==> config.mk <==
export PLATFORM = sky130hd
export DESIGN_NAME = sobol_rng_param
export DESIGN_NICKNAME = d
export VERILOG_FILES = /design/src/rtl/sobol_pkg.sv /design/src/rtl/sobol_lsz.sv /design/src/rtl/sobol_rng_param.sv
export SDC_FILE = /design/constraint.sdc
export NUM_CORES = 1
export LEC_CHECK = 0
export CAP_MARGIN = 20
export CORE_UTILIZATION = 55
export CTS_CLUSTER_SIZE = 12
export DETAILED_ROUTE_END_ITERATION = 6
export PLACE_DENSITY = 0.88
export SYNTH_ARGS = -nofsm -noshare
export SYNTH_HDL_FRONTEND = slang
export SYNTH_SLANG_ARGS = --single-unit
==> constraint.sdc <==
create_clock -name clk -period 3.5 [get_ports clk]
set_clock_uncertainty 0.15 [all_clocks]
set_input_delay 1.05 -clock clk [delete_from_list [all_inputs] [get_ports clk]]
set_output_delay 1.05 -clock clk [all_outputs]
set_load 0.05 [all_outputs]
==> src/rtl/sobol_pkg.sv <==
// sobol_pkg: shared sizing helpers, default direction vectors and vector types for the Sobol RNG.
package sobol_pkg;

    localparam int MAX_WIDTH = 16;

    typedef logic [MAX_WIDTH-1:0] dir_word_t;
    typedef dir_word_t dir_arr_t [MAX_WIDTH];

    function automatic int sobol_logw(input int w);
        return $clog2(w + 1);
    endfunction

    // Dimension-1 (van der Corput) set: v[k] has only bit WIDTH-1-k set
    function automatic dir_word_t dir_default(input int k, input int w);
        return dir_word_t'(1) << (w - 1 - k);
    endfunction

endpackage

==> src/rtl/sobol_lsz.sv <==
// sobol_lsz: combinational index of the lowest zero bit of cnt; returns WIDTH when cnt is all ones.
module sobol_lsz
    import sobol_pkg::*;
#(
    parameter int WIDTH = 8,
    parameter int LOGW  = sobol_logw(WIDTH)
) (
    input  logic [WIDTH-1:0] cnt,
    output logic [LOGW-1:0]  idx
);

    always_comb begin
        idx = LOGW'(WIDTH);
        for (int i = WIDTH - 1; i >= 0; i--)
            if (!cnt[i]) idx = LOGW'(i);
    end

endmodule

==> src/rtl/sobol_rng_param.sv <==
// sobol_rng_param: Gray-code Sobol generator with run-time loadable direction vectors.
// Define SOBOL_SCRAMBLE_EN to add an XOR scramble mask applied on the output register.
module sobol_rng_param
    import sobol_pkg::*;
#(
    parameter int WIDTH = 8,
    parameter int LOGW  = sobol_logw(WIDTH)
) (
    input  logic             clk,
    input  logic             rst_n,
    input  logic             enable,
    input  logic             clr,
    input  logic             dir_wr,
    input  logic [LOGW-1:0]  dir_idx,
    input  logic [WIDTH-1:0] dir_data,
`ifdef SOBOL_SCRAMBLE_EN
    input  logic             scr_wr,
    input  logic [WIDTH-1:0] scr_data,
`endif
    output logic [WIDTH-1:0] sobol_out,
    output logic [WIDTH-1:0] cnt_out,
    output logic             wrap
);

    logic [WIDTH-1:0] cnt_q, cnt_d;
    logic [WIDTH-1:0] state_q, state_d;
    logic             wrap_q, wrap_d;
    logic [WIDTH-1:0] v_q [WIDTH];
    logic [WIDTH-1:0] v_d [WIDTH];
    logic [WIDTH-1:0] v_sel;
    logic [LOGW-1:0]  c;
    logic             all_ones;

    sobol_lsz #(.WIDTH(WIDTH), .LOGW(LOGW)) u_lsz (
        .cnt (cnt_q),
        .idx (c)
    );

    assign all_ones = &cnt_q;

    // Selection by compare keeps c == WIDTH (all ones) from reading past the array
    always_comb begin
        v_sel = '0;
        for (int k = 0; k < WIDTH; k++)
            if (c == LOGW'(k)) v_sel = v_q[k];
    end

    always_comb begin
        cnt_d   = cnt_q;
        state_d = state_q;
        wrap_d  = 1'b0;
        if (clr) begin
            cnt_d   = '0;
            state_d = '0;
        end else if (enable) begin
            cnt_d   = cnt_q + WIDTH'(1);
            state_d = all_ones ? '0 : state_q ^ v_sel;
            wrap_d  = all_ones;
        end
        for (int k = 0; k < WIDTH; k++)
            v_d[k] = (dir_wr && dir_idx == LOGW'(k)) ? dir_data : v_q[k];
    end

    always_ff @(posedge clk or negedge rst_n) begin
        if (!rst_n) begin
            cnt_q   <= '0;
            state_q <= '0;
            wrap_q  <= 1'b0;
            for (int k = 0; k < WIDTH; k++)
                v_q[k] <= WIDTH'(dir_default(k, WIDTH));
        end else begin
            cnt_q   <= cnt_d;
            state_q <= state_d;
            wrap_q  <= wrap_d;
            v_q     <= v_d;
        end
    end

`ifdef SOBOL_SCRAMBLE_EN
    logic [WIDTH-1:0] mask_q, mask_d;
    logic [WIDTH-1:0] out_q, out_d;

    // The mask in force before this edge is applied; a freshly loaded mask waits for the next step
    always_comb begin
        mask_d = scr_wr ? scr_data : mask_q;
        out_d  = (clr || enable) ? state_d ^ mask_q : out_q;
    end

    always_ff @(posedge clk or negedge rst_n) begin
        if (!rst_n) begin
            mask_q <= '0;
            out_q  <= '0;
        end else begin
            mask_q <= mask_d;
            out_q  <= out_d;
        end
    end

    assign sobol_out = out_q;
`else
    assign sobol_out = state_q;
`endif

    assign cnt_out = cnt_q;
    assign wrap    = wrap_q;

endmodule

==> metrics.md <==
| Metric | Value |
|---|---|
| Outcome | completed |
| WS Path Type | flip-flop to primary output |
| Initial antenna violation count | 0 |
| Synth Instances | 354 |
| Final Cell Area | 0.00469 mm2 |
| Internal power | 1.84 mW |
| Worst hold path endpoint | v_q[59] |
| Largest net degree at the start of global routing | 82 |
| GRT met1 Usage | 31.6% |
| Diode count | 0 |
| Hold Crit Depth | 1 |
| Worst Path Buf+Inv | 1 |
| Met3 Usage GRT | 7.01% |
| Leakage power | 1.96 nW |
| Setup bufs post-CTS | 0 |
| Net Sw Frac | 27.4% |
| First-pass GRT wire length | 14.6 mm |
| DIE WIDTH | 87.5 um |
| Net Sw Power | 0.696 mW |
| Num CTS Buffers | 9 |
| Worst Setup End Kind | primary output |
| Combinational power share | 20.0% |
| Worst r2r src | cnt_out[3] |
| Critical path depth | 1 |
| Worst r2r dst | sobol_out[4] |
| Row Count | 30 |
| Number of global-route vias before repair | 3,061 |
| Hold Vio Cnt, Final | 0 |
| Worst Hold Class | flip-flop to flip-flop |
| Clk sinks | 81 |
| Die Height | 87.5 um |
| Top delay family on crit path | buffers and inverters |
| Setup TNS | 0 ps |
| Critical Path, Cell by Cell | clkdlybuf4s50_1 |
| Hold-fix buffers, CTS | 0 |
| Critical Path RT | 2300 ps |
| Routed WL | 9.03 mm |
| CTS clk-pin slew, worst paths | 80 ps |
| DR vias/cell | 6.07 |
| Hold Startpoint | v_q[59] |
| M2 GR Usage | 42.0% |
| Worst reg-to-reg path cell count | 6 |
| Share of total power in the clock network | 30.5% |
| Layout area overhead | 16.7% |
| Fmax | 0.335 GHz |
| Worst-path maximum fanout | 12 |
| WHS | 357 ps |
| CTS Root Cell | clkbuf_8 |
| Most frequent cells in the layout | dfrtp_1 (73), mux2_2 (65), clkdlybuf4s50_1 (32), nor2_1 (26), nand2_1 (21) |
| Port bufs | 33 |
| Commonest non-fill, non-tap cell in the layout | dfrtp_1 |
| Pwr dens | 541 mW/mm2 |
| Vias | 2,976 |
| Max_cap viols | 0 |
| RSZ-0062 raised after global routing | false |
| Maximum vdd drop | 216 uV |
| H-tree levels | 3 |
| Startpoint types | flip-flop |
| Post-synth ARST share | 100% |
| Final ANT Viol Nets | 0 |
| CP peak stage delay | 880 ps |
| Final max-slew violation count | 0 |
| Worst R2R Setup Slack | 950 ps |
| DRT Pass-1 Iters | 4 |
| Gr ovfl total | 0 |
| CTS tree | yes |
| DIE AREA | 0.00765 mm2 |
| Seq/Total Area, Yosys | 50.7% |
| Number of synthesized flops with an enable pin | 0 |
| DRT iter0 DRCs | 193 |
| Tcrit/Tclk final | 85.3% |
| Drt drc | 0 |
| Share of layout cells above drive strength 1 | 26.4% |
| Wirelength per Cell | 18.4 um |
| Routability cong. | 0.816 |
| GR peak layer | met2 |
| Seq pwr share | 49.5% |
| I/O pins | 34 |
| DP HPWL | 6.23 mm |
| Initial Util | 57.9% |
| Final setup fails | 0 |
| Final #Nets | 407 |
| CP max-delay cell | clkdlybuf4s50_1 |
| Main synth FF type | dfrtp_1 |
| Worst-Margin Slew | 662 ps |
| CTS Buffer Depth | 2 |
| Ys Warns | 0 |
| Core area | 0.00694 mm2 |
| Worst path arrival time | 1790 ps |
| Avg Cell Area, Syn | 11.4 um2 |
| Synth unique cells | 51 |
| Clk_lat worst skew | 360 ps |
| Mapped Nets | 372 |
| # resized after CTS | 0 |
| Final min period | 2990 ps |
| Slew margin rel. | 55.6% |
| Synth Register Bits | 81 |
| Synthesized area | 0.00402 mm2 |
| Total GRT Usage | 25.8% |
| Dpl cell area | 0.00444 mm2 |
[kinds of logic (layout without fill, tap and decap cells)]
family          count (synthesis)  in the layout  synth area share (%)
simple gates                  110            110                  14.9
flops                          81             81                  50.7
mux                            68             68                  19.1
compound gates                 67             67                  11.2
buf+inv                        21             61                  2.46
xor+xnor                        6              6                  1.31
fa+ha+maj                       1              1                 0.311
[sequential cells by signal (all words and copies together), names as in the netlist]
signal	cells
v_q	64
cnt_out	8
sobol_out	8
wrap	1
[synth_stat cells, types with 4 or more instances]
cell type	n	area [um2]
dfrtp_1	73	1830
mux2_2	65	732
nor2_1	26	97.6
nand2_1	21	78.8
o21ai_0	20	100
nor2b_1	16	100
nand3_1	14	70.1
a21oi_1	10	50.1
clkbuf_1	10	37.5
nand3b_1	10	75.1
dfstp_2	8	210
a221oi_1	6	52.6
nand4_1	5	31.3
a31oi_1	4	25.0
buf_2	4	20.0
inv_1	4	15.0
[metrics by stage]
stage	worst slack (ps)	utilization (%)	total power [mW]	cells
finish	514	67.6	2.54	490
global route	455	67.6	2.65	490
CTS	513	67.2	2.54	489
detailed placement	367	63.9	1.77	473
global placement	483	63.9	1.73	473
floorplan	967	-	1.60	354
[worst max path at each step]
stage | from | endpoint
6_report | cnt_out[1] | cnt_out[1]
5_1_grt | cnt_out[1] | cnt_out[1]
4_1_cts | cnt_out[2] | cnt_out[2]
3_5_place_dp | dir_wr | v_q[38]
3_3_place_gp | dir_wr | v_q[38]
2_1_floorplan | cnt_out[4] | sobol_out[4]
[layer usage]
layer  routed length, um  part of all wire, %
met5                   0                    0
met4                 161                  1.8
met3                 483                  5.4
met2                4440                   49
met1                3940                   44
[power groups by stage]
stage	clock (mW)	sequential, mW	combinational, mW
after floorplan	0	1.29	0.310
after detailed placement	0	1.27	0.499
after global placement	0	1.25	0.478
after global routing	0.825	1.28	0.551
final	0.774	1.26	0.506
after CTS	0.784	1.25	0.503
[area by class of cell]
cell class / instances / area [um2]
clock buffers: 11 / 151
clock inverters: 5 / 77.6
fillers: 490 / 2250
inverters: 4 / 15.0
multi-input cells: 252 / 1880
flip-flops and latches: 81 / 2040
well taps: 96 / 120
repair buffers: 41 / 408
(Power assumes the default switching activity.)
